**config.mk**
```make
export PLATFORM = sky130hd
export DESIGN_NAME = multicycle_main_control
export DESIGN_NICKNAME = d
export VERILOG_FILES = /design/src/rtl/riscv_ctrl_pkg.sv /design/src/rtl/ctrl_instr_legal.sv /design/src/rtl/multicycle_main_control.sv
export SDC_FILE = /design/constraint.sdc
export NUM_CORES = 1
export LEC_CHECK = 0
export CORE_MARGIN = 2
export CORE_UTILIZATION = 48
export CTS_CLUSTER_DIAMETER = 30
export DETAILED_ROUTE_END_ITERATION = 7
export GPL_ROUTABILITY_DRIVEN = 0
export MAX_ROUTING_LAYER = met4
export PLACE_DENSITY = 0.81
export SETUP_SLACK_MARGIN = 0.05
export SLEW_MARGIN = 10
export SYNTH_ARGS = -nofsm -noshare
export SYNTH_HDL_FRONTEND = slang
export SYNTH_SLANG_ARGS = --single-unit
```
**constraint.sdc**
```tcl
create_clock -name clk -period 1.95 [get_ports clk]
set_input_delay 0.2925 -clock clk [delete_from_list [all_inputs] [get_ports clk]]
set_output_delay 0.2925 -clock clk [all_outputs]
set_load 0.01 [all_outputs]
```
**src/rtl/riscv_ctrl_pkg.sv**
```systemverilog
// Shared encodings for the multicycle RV32 control path: opcodes, ALUOp codes,
// datapath select encodings, control FSM states and the decoded control word.
package riscv_ctrl_pkg;

    localparam int unsigned OP_W  = 7;
    localparam int unsigned F3_W  = 3;
    localparam int unsigned SEL_W = 2;

    // Supported major opcodes (IR[6:0])
    localparam logic [OP_W-1:0] OP_LOAD   = 7'b0000011;
    localparam logic [OP_W-1:0] OP_STORE  = 7'b0100011;
    localparam logic [OP_W-1:0] OP_RTYPE  = 7'b0110011;
    localparam logic [OP_W-1:0] OP_ITYPE  = 7'b0010011;
    localparam logic [OP_W-1:0] OP_BRANCH = 7'b1100011;

    // funct3 values of the supported subset
    localparam logic [F3_W-1:0] F3_ADD = 3'b000;
    localparam logic [F3_W-1:0] F3_AND = 3'b111;
    localparam logic [F3_W-1:0] F3_OR  = 3'b110;
    localparam logic [F3_W-1:0] F3_BEQ = 3'b000;

    // ALUOp handed to the ALU control decoder
    localparam logic [SEL_W-1:0] ALU_OP_ADD   = 2'b00;
    localparam logic [SEL_W-1:0] ALU_OP_SUB   = 2'b01;
    localparam logic [SEL_W-1:0] ALU_OP_FUNCT = 2'b10;

    // Result mux select
    localparam logic [SEL_W-1:0] RES_ALUOUT    = 2'b00;
    localparam logic [SEL_W-1:0] RES_MEMDATA   = 2'b01;
    localparam logic [SEL_W-1:0] RES_ALURESULT = 2'b10;

    // ALU source A select
    localparam logic [SEL_W-1:0] SRCA_PC    = 2'b00;
    localparam logic [SEL_W-1:0] SRCA_OLDPC = 2'b01;
    localparam logic [SEL_W-1:0] SRCA_RS1   = 2'b10;

    // ALU source B select
    localparam logic [SEL_W-1:0] SRCB_RS2  = 2'b00;
    localparam logic [SEL_W-1:0] SRCB_IMM  = 2'b01;
    localparam logic [SEL_W-1:0] SRCB_FOUR = 2'b10;

    typedef enum logic [3:0] {
        S_RESET,
        S_FETCH,
        S_DECODE,
        S_MEMADR,
        S_MEMREAD,
        S_MEMWB,
        S_MEMWRITE,
        S_EXECR,
        S_EXECI,
        S_ALUWB,
        S_BEQ,
        S_ILLEGAL
    } state_t;

    // Instruction class produced by the legality checker
    typedef enum logic [2:0] {
        IK_MEM,
        IK_RTYPE,
        IK_ITYPE,
        IK_BRANCH,
        IK_NONE
    } instr_kind_t;

    // Control word driven onto the datapath each cycle
    typedef struct packed {
        logic             mem_req;
        logic             mem_write;
        logic             adr_src;
        logic             ir_write;
        logic             pc_write;
        logic             reg_write;
        logic [SEL_W-1:0] result_src;
        logic [SEL_W-1:0] alu_src_a;
        logic [SEL_W-1:0] alu_src_b;
        logic [SEL_W-1:0] alu_op;
    } ctrl_t;

endpackage

```
**src/rtl/ctrl_instr_legal.sv**
```systemverilog
// Combinational legality check / classification of an instruction.
// Ports:
//   op_i, funct3_i, funct7b5_i : instruction fields from IR
//   kind_o                     : instruction class (IK_NONE when unsupported)
//   legal_o                    : 1 when the instruction is in the supported subset
module ctrl_instr_legal
    import riscv_ctrl_pkg::*;
(
    input  logic [OP_W-1:0] op_i,
    input  logic [F3_W-1:0] funct3_i,
    input  logic            funct7b5_i,
    output instr_kind_t     kind_o,
    output logic            legal_o
);

    // add/sub share funct3=000; and/or require funct7b5=0
    always_comb begin
        kind_o = IK_NONE;
        case (op_i)
            OP_LOAD, OP_STORE: kind_o = IK_MEM;
            OP_RTYPE: begin
                if ((funct3_i == F3_ADD) ||
                    (!funct7b5_i && ((funct3_i == F3_AND) || (funct3_i == F3_OR)))) begin
                    kind_o = IK_RTYPE;
                end
            end
            OP_ITYPE: begin
                if (funct3_i == F3_ADD) kind_o = IK_ITYPE;
            end
            OP_BRANCH: begin
                if (funct3_i == F3_BEQ) kind_o = IK_BRANCH;
            end
            default: kind_o = IK_NONE;
        endcase
    end

    assign legal_o = (kind_o != IK_NONE);

endmodule

```
**src/rtl/multicycle_main_control.sv**
```systemverilog
// Main control FSM of the multicycle RV32 core (lw, sw, add/sub/and/or, addi, beq).
// Ports:
//   clk, rst_n                      : clock, async active-low reset
//   op_i, funct3_i, funct7b5_i      : instruction fields from IR
//   zero_i                          : ALU zero flag
//   mem_ready_i                     : memory completes the current access
//   mem_req_o, mem_write_o, adr_src_o, ir_write_o, pc_write_o, reg_write_o,
//   result_src_o, alu_src_a_o, alu_src_b_o, alu_op_o : datapath control (state-decoded)
//   illegal_o                       : sticky unsupported-instruction flag
//   instret_o                       : retired instruction count, wraps
module multicycle_main_control
    import riscv_ctrl_pkg::*;
#(
    parameter int unsigned CNT_W = 32
) (
    input  logic             clk,
    input  logic             rst_n,
    input  logic [OP_W-1:0]  op_i,
    input  logic [F3_W-1:0]  funct3_i,
    input  logic             funct7b5_i,
    input  logic             zero_i,
    input  logic             mem_ready_i,
    output logic             mem_req_o,
    output logic             mem_write_o,
    output logic             adr_src_o,
    output logic             ir_write_o,
    output logic             pc_write_o,
    output logic             reg_write_o,
    output logic [SEL_W-1:0] result_src_o,
    output logic [SEL_W-1:0] alu_src_a_o,
    output logic [SEL_W-1:0] alu_src_b_o,
    output logic [SEL_W-1:0] alu_op_o,
    output logic             illegal_o,
    output logic [CNT_W-1:0] instret_o
);

    state_t           state_q, state_d;
    logic [CNT_W-1:0] instret_q, instret_d;
    logic             illegal_q, illegal_d;
    logic             retire_c;
    instr_kind_t      kind_c;
    logic             legal_c;
    ctrl_t            ctrl_c;

    ctrl_instr_legal u_instr_legal (
        .op_i       (op_i),
        .funct3_i   (funct3_i),
        .funct7b5_i (funct7b5_i),
        .kind_o     (kind_c),
        .legal_o    (legal_c)
    );

    // State, retire counter and sticky illegal flag
    always_ff @(posedge clk or negedge rst_n) begin
        if (!rst_n) begin
            state_q   <= S_RESET;
            instret_q <= '0;
            illegal_q <= 1'b0;
        end else begin
            state_q   <= state_d;
            instret_q <= instret_d;
            illegal_q <= illegal_d;
        end
    end

    // Next state and control word; outputs follow the current state
    always_comb begin
        state_d  = state_q;
        retire_c = 1'b0;
        ctrl_c   = '0;
        case (state_q)
            S_RESET: state_d = S_FETCH;
            S_FETCH: begin
                ctrl_c.mem_req    = 1'b1;
                ctrl_c.alu_src_a  = SRCA_PC;
                ctrl_c.alu_src_b  = SRCB_FOUR;
                ctrl_c.alu_op     = ALU_OP_ADD;
                ctrl_c.result_src = RES_ALURESULT;
                // IR load and PC+4 only in the cycle the fetch completes
                ctrl_c.ir_write   = mem_ready_i;
                ctrl_c.pc_write   = mem_ready_i;
                if (mem_ready_i) state_d = S_DECODE;
            end
            S_DECODE: begin
                // Branch target PC+imm is parked in ALUOut here
                ctrl_c.alu_src_a = SRCA_OLDPC;
                ctrl_c.alu_src_b = SRCB_IMM;
                ctrl_c.alu_op    = ALU_OP_ADD;
                case (kind_c)
                    IK_MEM:    state_d = S_MEMADR;
                    IK_RTYPE:  state_d = S_EXECR;
                    IK_ITYPE:  state_d = S_EXECI;
                    IK_BRANCH: state_d = S_BEQ;
                    default:   state_d = S_ILLEGAL;
                endcase
            end
            S_MEMADR: begin
                ctrl_c.alu_src_a = SRCA_RS1;
                ctrl_c.alu_src_b = SRCB_IMM;
                ctrl_c.alu_op    = ALU_OP_ADD;
                state_d = (op_i == OP_LOAD) ? S_MEMREAD : S_MEMWRITE;
            end
            S_MEMREAD: begin
                ctrl_c.mem_req = 1'b1;
                ctrl_c.adr_src = 1'b1;
                if (mem_ready_i) state_d = S_MEMWB;
            end
            S_MEMWB: begin
                ctrl_c.result_src = RES_MEMDATA;
                ctrl_c.reg_write  = 1'b1;
                retire_c          = 1'b1;
                state_d           = S_FETCH;
            end
            S_MEMWRITE: begin
                ctrl_c.mem_req   = 1'b1;
                ctrl_c.mem_write = 1'b1;
                ctrl_c.adr_src   = 1'b1;
                if (mem_ready_i) begin
                    retire_c = 1'b1;
                    state_d  = S_FETCH;
                end
            end
            S_EXECR: begin
                ctrl_c.alu_src_a = SRCA_RS1;
                ctrl_c.alu_src_b = SRCB_RS2;
                ctrl_c.alu_op    = ALU_OP_FUNCT;
                state_d          = S_ALUWB;
            end
            S_EXECI: begin
                ctrl_c.alu_src_a = SRCA_RS1;
                ctrl_c.alu_src_b = SRCB_IMM;
                ctrl_c.alu_op    = ALU_OP_ADD;
                state_d          = S_ALUWB;
            end
            S_ALUWB: begin
                ctrl_c.result_src = RES_ALUOUT;
                ctrl_c.reg_write  = 1'b1;
                retire_c          = 1'b1;
                state_d           = S_FETCH;
            end
            S_BEQ: begin
                ctrl_c.alu_src_a  = SRCA_RS1;
                ctrl_c.alu_src_b  = SRCB_RS2;
                ctrl_c.alu_op     = ALU_OP_SUB;
                ctrl_c.result_src = RES_ALUOUT;
                ctrl_c.pc_write   = zero_i;
                retire_c          = 1'b1;
                state_d           = S_FETCH;
            end
            S_ILLEGAL: state_d = S_ILLEGAL;
            default:   state_d = S_RESET;
        endcase
    end

    assign instret_d = retire_c ? instret_q + CNT_W'(1) : instret_q;
    assign illegal_d = illegal_q | ((state_q == S_DECODE) && !legal_c);

    assign mem_req_o    = ctrl_c.mem_req;
    assign mem_write_o  = ctrl_c.mem_write;
    assign adr_src_o    = ctrl_c.adr_src;
    assign ir_write_o   = ctrl_c.ir_write;
    assign pc_write_o   = ctrl_c.pc_write;
    assign reg_write_o  = ctrl_c.reg_write;
    assign result_src_o = ctrl_c.result_src;
    assign alu_src_a_o  = ctrl_c.alu_src_a;
    assign alu_src_b_o  = ctrl_c.alu_src_b;
    assign alu_op_o     = ctrl_c.alu_op;
    assign illegal_o    = illegal_q;
    assign instret_o    = instret_q;

endmodule

```
## Word level (Yosys, flattened, before mapping)

Index checks and enable logic that the tools add are counted.

- Reduce and logical (&&, ||, !) cells: 18
- Equal/unequal tests: 25
- Mux-type cells: 20
- Bitwise operators: 1
- Add/sub/neg operators: 1

Operators by type and width:

| cell | count |
|---|---|
| adder 32 x 1 -> 32 bit (second input constant) | 1 |
| case mux 4 bit (8 select lines) | 1 |
| case mux 6 bit (5 select lines) | 1 |
| == test 4 x 3 -> 1 bit (second input constant) | 4 |
| == test 4 bit (second input constant) | 4 |
| case mux 4 bit (4 select lines) | 1 |
| == test 7 x 6 -> 1 bit (second input constant) | 2 |
| 2-to-1 mux 4 bit | 3 |
| case mux 3 bit (4 select lines) | 1 |
| OR reduction 2 bit | 5 |
| 2-to-1 mux 3 bit | 3 |
| == test 4 x 2 -> 1 bit (second input constant) | 2 |
| == test 7 x 2 -> 1 bit (second input constant) | 1 |
| == test 7 x 5 -> 1 bit (second input constant) | 1 |
| == test 7 bit (second input constant) | 1 |
| == test 3 x 2 -> 1 bit (second input constant) | 2 |
| == test 3 bit (second input constant) | 2 |
| zero test 3 bit | 2 |
| 2-to-1 mux 1 bit | 6 |
| != test 2 bit (second input constant) | 3 |
| OR reduction 3 bit | 2 |
| == test 4 x 1 -> 1 bit (second input constant) | 1 |
| zero test 4 bit | 1 |
| case mux 1 bit (2 select lines) | 2 |
| 10 further kinds | 13 |

- Input bits: 15
- Word-level logic and storage cells: 68
- Output and inout bits: 47
- Bits in registers: 37

## Logic depth before layout (Yosys ltp)

Gate-level depths: netlist of run 1.

- Depth in word-level cells: 10
- Gate-level depth with buffers: 6
- Mapped depth without buffers: 5

## By module

Synthesis of run 1 repeated with hierarchy kept, for this count alone.

- Cell total of the unflattened synthesis: 215
- Area total of the unflattened synthesis: 2099.5 um2

By module, submodules not included:

| module | cells an instance | seq. area each (um2) | instances | area an instance (um2) |
|---|---|---|---|---|
| multicycle_main_control | 197 | 925.9 | 1 | 1973.1 |
| ctrl_instr_legal | 18 | 0.0 | 1 | 126.4 |

## Worst setup path after synthesis of run 1

No wires, ideal clock.

- Path kind: flip-flop to flip-flop
- Start point: reg instret_q[7], in the netlist instret_o[7]
- End point: reg instret_q[31], in the netlist instret_o[31]
- Slack: 149 ps
- Data arrival time: 1722 ps
- Required time: 1871 ps
- Clock period less this slack: 1801 ps
- Setup time: 79 ps
- Stages on the path, launching flop included: 6
- Buffers on the path: 1
- Cell sequence: dfrtp_1 -> nand4_2 -> or4_1 -> buf_6 -> nor4_2 -> xor2_1

- Longest elaborated chain between the ends: 1

RTL lines:

| item | RTL line | text |
|---|---|---|
| start: declaration | multicycle_main_control.sv:38 | `logic [CNT_W-1:0] instret_q, instret_d;` |
| start signal: assignment | multicycle_main_control.sv:61 | `instret_q <= instret_d;` |
| adder 32 x 1 -> 32 bit | multicycle_main_control.sv:155 | `assign instret_d = retire_c ? instret_q + CNT_W'(1) : instret_q;` |

No other way between the ends.
A chain may end at the register's enable or synchronous reset.

## Final worst setup path of run 1

- Start point: reg state_q[0]
- End point: out alu_src_b_o[0]

- Longest elaborated chain between the ends: 3
- Elaborated cells on any way between the ends: 8
- Classes of those cells: eq/ne: 6; mux: 1; reduce/logical: 1

RTL lines:

| item | RTL line | text |
|---|---|---|
| start: declaration | multicycle_main_control.sv:37 | `state_t state_q, state_d;` |
| start signal: assignment | multicycle_main_control.sv:60 | `state_q <= state_d;` |
| == test 4 bit or == test 4 x 2 -> 1 bit (tied branches) | multicycle_main_control.sv:71 | `case (state_q)` |
| OR reduction 2 bit (no line) | n/a |  |
| case mux 6 bit (5 select lines) (*) | multicycle_main_control.sv:71 |  |
| end: declaration | multicycle_main_control.sv:31 | `output logic [SEL_W-1:0] alu_src_b_o,` |

Every way passes the cells marked *; elsewhere a longest branch is shown, timed or not.

==> results of run 1 <==
-- where the power goes --
part | internal, W | switching [W] | total [W]
clock | 0.000319 | 0.000270 | 0.000589
combinational | 0.000758 | 0.000766 | 0.00152
sequential | 0.000861 | 0.000139 | 0.00100
total | 0.00194 | 0.00118 | 0.00311
-- routing by layer --
metal  vias to the layer above  part of all wire  global-route usage
met2                        54              0.51               0.377
met3                        12             0.041              0.0456
li1                        994                 -                   -
met1                      1053              0.43               0.294
met4                         0             0.016              0.0692
met5                         -                 0                   -
-- worst max-delay path, stage by stage, from the launching register on --
cell	delay [ns]
dfrtp_1	0.40
buf_4	0.16
buf_4	0.14
nor2_1	0.16
a21oi_1	0.09
nor2_1	0.09
dlygate4sd2_1	0.28
-- metrics by stage --
step / hold slack [ns] / area, sq um / cells
after floorplan: -0.00309 / 2160 / 221
after global placement: 0.456 / 3000 / 354
after detailed placement: 0.462 / 3000 / 354
after CTS: 0.438 / 3170 / 367
after global routing: 0.460 / 3290 / 370
final: 0.422 / 3290 / 370
-- state kept, by name, summed over array words and instances (netlist names) --
signal,cells
state_q,4
instret_o,32
illegal_o,1
-- cells in the mapped netlist (all sizes together), types with 4 or more instances --
cell / count
nand4: 13
a21oi: 6
nor3: 10
buf: 6
clkbuf: 4
nor2: 15
nor4: 12
nand2b: 7
dfrtp: 37
xnor2: 16
xor2: 19
nand3: 14
nand2: 17
-- cells by family (layout without fill, tap and decap cells) --
kind of cell / Yosys count / after routing / synth area share
flops: 37 / 37 / 0.428
fa+ha+maj: 1 / 1 / 0.00579
simple gates: 107 / 107 / 0.295
xor+xnor: 35 / 35 / 0.142
compound gates: 28 / 28 / 0.0955
buf+inv: 13 / 110 / 0.0336
-- what timing repair did --
item | 4_1_cts | 5_1_grt
gates cloned | 0 | 0
setup buffers | 5 | 3
pin swaps | 0 | 3
setup endpoints to repair | 18 | 25
resized for setup | 24 | 20
-- area by class of cell --
| class | instances | area share |
|---|---|---|
| multi-input cells | 171 | 0.398 |
| flip-flops and latches | 37 | 0.283 |
| inverters | 3 | 0.00342 |
| repair buffers | 99 | 0.266 |
| clock buffers | 7 | 0.0293 |
| clock inverters | 1 | 0.00152 |
| well taps | 52 | 0.0198 |
-- final timing paths --
kind / start / to / slack [ns]
max: state_q[0] / alu_src_b_o[0] / 0.06
min in group clk: instret_o[31] / instret_o[31] / 0.47
max in group asynchronous: rst_n / state_q[2] / 1.16
min reg2reg: instret_o[31] / instret_o[31] / 0.47
max reg2reg: state_q[0] / instret_o[18] / 0.08
min: rst_n / instret_o[25] / 0.42
==> impl_metrics.yaml, run 1 <==
clocking:
  path_clk_slew_ns: 0.07
  clock_latency_ns: 0.29
  htreeDepth: 2
  cts_sinks: 37
  hold_buffers: 0
  cts_tree: "built"
  cts_buffer_depth: 2
  cts_root_buffer: "clkbuf_8"
  numCtsBuffers: 5
synth:
  synth_edf_count: 0
  syn_area_per_cell_sq_um: 9.78
  synthArstFlopShare: 1.00
  seq_area_frac_synth: 0.428
  yosysUniqueCellTypes: 48
  ys_warn_count: 0
  yosys-top-cells-area: "dfrtp_1 43%, xor2_1 7.7%, xnor2_1 6.5%"
  syn_nets: 237
  netlist_area_sq_um: 2160
  synth_top_flop_cell: "dfrtp_1"
  synth_cells: 221
  ys_seq_elements: 37
  netlist.top_cell.by_area: "dfrtp_1"
  synth_top_area_frac: 0.428
floorplanning:
  die_area_sq_um: 5060
  die_h_microns: 71.1
  core-area_sq_um: 4350
  die_w_microns: 71.1
  ios: 62
  initial_core_util: 0.497
  rows: 24
sta:
  fin_skew_ns: 0.00629
  maxSlewViolCount: 0
  grt_setup_unrepaired: "true"
  slew_headroom: 0.667
  hold_viol_final: 0
  period_minus_slack_ns: 1.89
  setup_violations: 0
  fmax_mhz: 529
  finalCritPeriodShare: 0.969
  finalWorstSetupSlack_ns: 0.0614
  worstMarginPinSlew_ns: 0.499
  setup-tns-final_ns: 0
worst_setup_path:
  crit_arrival_ns: 1.60
  critical_path_class: "reg2out"
  worstSetupStartpointType: "flop"
  critPathCaptureType: "primary output"
  path_max_fanout: 4
  cp.required_ns: 1.66
  ff2ff_path_depth: 7
finish:
  seqCellArea_sq_um: 931
  fin_nets: 333
  final_common_cell: "clkdlybuf4s50_1"
  layout_common_cells: "47 x clkdlybuf4s50_1, 37 x buf_4, 33 x dfrtp_1, 19 x xor2_1, 17 x nand2_1"
  n_antenna_cell: 0
  multi_input_area_sq_um: 1310
  area_delta_synth_final_pct: 52.3
  fill_cells: 286
  drive_gt1_frac: 0.245
  finish.utilization: 0.756
global_routing:
  grt_pass1_wl_microns: 9070
  grt_antenna_before_repair: 0
  grt_usage: 0.232
  grt_pass1_vias: 1971
  grt_overflow: 0
  grt_max_degree: 38
routing:
  firstDrtPassIters: 4
  finalWirelength_microns: 5850
  num_vias: 2113
  first_iter_violations: 133
  wl_per_cell_microns: 15.8
  drtAntennaViolNets: 0
  vias_per_cell: 5.71
  remaining_drc_errors: 0
power:
  p_total_w: 0.00311
  power.density_nw_per_um2: 946
  irDropWorstVdd_mv: 0.827
  total_leakage_power_nw: 1.33
placement:
  dp_hpwl_microns: 4040
  post-place-ws_ns: -0.139
  io_buffers: 61
min_path:
  hold_class: "in2async"
run_status:
  run_status: "complete, no violations"
job:
  maxCapViolations: 0
Note: power is estimated with default switching activity, not from simulation.
==> inputs of run 2 (changes only) <==
- PLACE_DENSITY: 0.81 -> default
- PLACE_DENSITY_LB_ADDON: default -> 0.08
==> run 2 against run 1 <==
Clock power grew 39%; core utilization rose by 4.6 points; combinational power is 16% higher; power grew 14%; wire length grew 9.9%; critical path depth did not move; clock-buffer cell count is 2 lower; worst setup slack got worse by 0.048 ns; non-clock buffer count up 8; largest power group unchanged; highest routed layer unchanged.
==> impl_metrics.yaml, run 2 (synthesized netlist as in run 1, its figures left out) <==
global_routing:
  grt_usage: 0.232
  grt_overflow: 0
  grt_antenna_before_repair: 0
  grt_pass1_vias: 1951
  grt_max_degree: 38
  grt_pass1_wl_microns: 9140
finish:
  layout_common_cells: "46 x clkdlybuf4s50_1, 42 x buf_4, 33 x dfrtp_1, 19 x xor2_1, 17 x nand2_1"
  area_delta_synth_final_pct: 61.6
  design_area_sq_um: 3490
  final_common_cell: "clkdlybuf4s50_1"
  drive_gt1_frac: 0.307
  largest_reg_flops: 32
  n_antenna_cell: 0
  fin_nets: 341
  instances_no_fill: 378
sta:
  hold_viol_final: 0
  grt_setup_unrepaired: "true"
  fmax_mhz: 516
  period_minus_slack_ns: 1.94
  slew_headroom: 0.445
  setup_violations: 0
  maxSlewViolCount: 0
  worstMarginPinSlew_ns: 0.833
  holdWs_ns: 0.0871
  finalCritPeriodShare: 0.993
  fin_skew_ns: 0.0114
power:
  total_leakage_power_nw: 1.49
  switching_share: 0.361
  p_comb_frac: 0.496
  p_switching_w: 0.00128
  power.density_nw_per_um2: 1020
  clkPwrFrac: 0.230
  intPower_w: 0.00227
  p_total_w: 0.00356
  pwr-share-seq: 0.275
  irDropWorstVdd_mv: 0.970
clocking:
  numCtsBuffers: 5
  htreeDepth: 2
  cts_sinks: 37
  cts_tree: "built"
  cts_buffer_depth: 2
  hold_buffers: 0
  clock_latency_ns: 0.30
  path_clk_slew_ns: 0.08
  cts_root_buffer: "clkbuf_8"
worst_setup_path:
  path_max_fanout: 6
  worstSetupStartpointType: "flop"
  critical_path_class: "reg2reg"
  critPathBufInv: 2
  cp.required_ns: 2.17
  r2r_slack_ns: 0.01
  ff2ff_path_depth: 6
  cpPeakStageDelay_ns: 0.45
  critPathTopFamily: "compound AO/OA/AOI/OAI gates"
  cp_slowest_cell: "a2111o_1"
  critPathCaptureType: "flop"
  rr_endpoint: "instret_o[18]"
  path_cells: "buf_4, xnor2_4, a2111o_1, buf_12, nor4_4, xor2_1"
  crit_arrival_ns: 2.15
  reg2reg_from: "state_q[1]"
  crit_start: "state_q[1]"
run_status:
  run_status: "complete, no violations"
placement:
  placed_cell_area_sq_um: 3040
  dp_cells: 360
  dp_hpwl_microns: 4030
  io_buffers: 61
routing:
  remaining_drc_errors: 0
  firstDrtPassIters: 4
  vias_per_cell: 5.73
  num_vias: 2167
  drtAntennaViolNets: 0
  first_iter_violations: 125
  finalWirelength_microns: 6430
  wl_per_cell_microns: 17.0
min_path:
  hold_class: "in2async"
job:
  maxCapViolations: 0
floorplanning:
  ios: 62
  rows: 24
  core-area_sq_um: 4350
  die_area_sq_um: 5060
  die_h_microns: 71.1
  die_w_microns: 71.1
  initial_core_util: 0.497
## run 2: cell count changes in the layout (fill, tap and decap cells not counted), moves of 2 or more
cell / change
clkbuf_2: +2
dlygate4sd2_1: -5
dlymetal6s2s_1: +2
nor3_1: -2
nand2b_1: -2
nor3_2: +2
bufinv_16: +2
nor4_4: +3
nor4_2: -3
clkbuf_8: -2
buf_4: +5
## run 2: worst max-delay path by stage
stage                         end  slack (ns)  cells past startpoint
finish              instret_o[18]        0.01                      6
detailed placement  instret_o[15]       -0.15                      6
floorplan           instret_o[31]        0.15                      5
global placement    instret_o[19]       -0.09                      6
global route        instret_o[18]     -0.0007                      6
CTS                 instret_o[24]       -0.13                      7
## run 2: per-layer routing
metal | track usage | part of all wire | vias up
met2 | 0.351 | 0.48 | 63
met1 | 0.323 | 0.46 | 1077
met4 | 0.0503 | 0.013 | 0
met3 | 0.0527 | 0.041 | 11
met5 | - | 0 | -
li1 | - | - | 1016
## run 2: metrics by stage
step / utilization / setup WS [ns] / setup TNS, ns
2_1_floorplan: - / 0.149 / 0
5_1_grt: 0.802 / -0.000690 / -0.000690
3_3_place_gp: 0.699 / -0.0881 / -0.751
4_1_cts: 0.741 / -0.134 / -1.08
3_5_place_dp: 0.699 / -0.149 / -1.11
6_report: 0.802 / 0.0133 / 0
## run 2: area by class of cell
class | count | area (sq um)
timing repair buffer | 107 | 965
fill | 276 | 861
clock buffer | 5 | 68.8
inverter | 3 | 11.3
multi-input combinational | 171 | 1380
clock inverter | 3 | 68.8
tap | 52 | 65.1
sequential | 37 | 931
## run 2: timing repair
action	CTS	global route
setup buffers	4	6
pin swaps	1	13
gates resized for setup	21	46
setup endpoints to repair	15	32
cloned	0	1
## run 2: power by group through the flow
stage	Sequential [W]	Clock, W	Combinational [W]
5_1_grt	0.000988	0.000846	0.00189
6_report	0.000977	0.000817	0.00176
3_5_place_dp	0.000970	0	0.00145
3_3_place_gp	0.000968	0	0.00143
4_1_cts	0.000965	0.000821	0.00149
2_1_floorplan	0.000990	0	0.000724
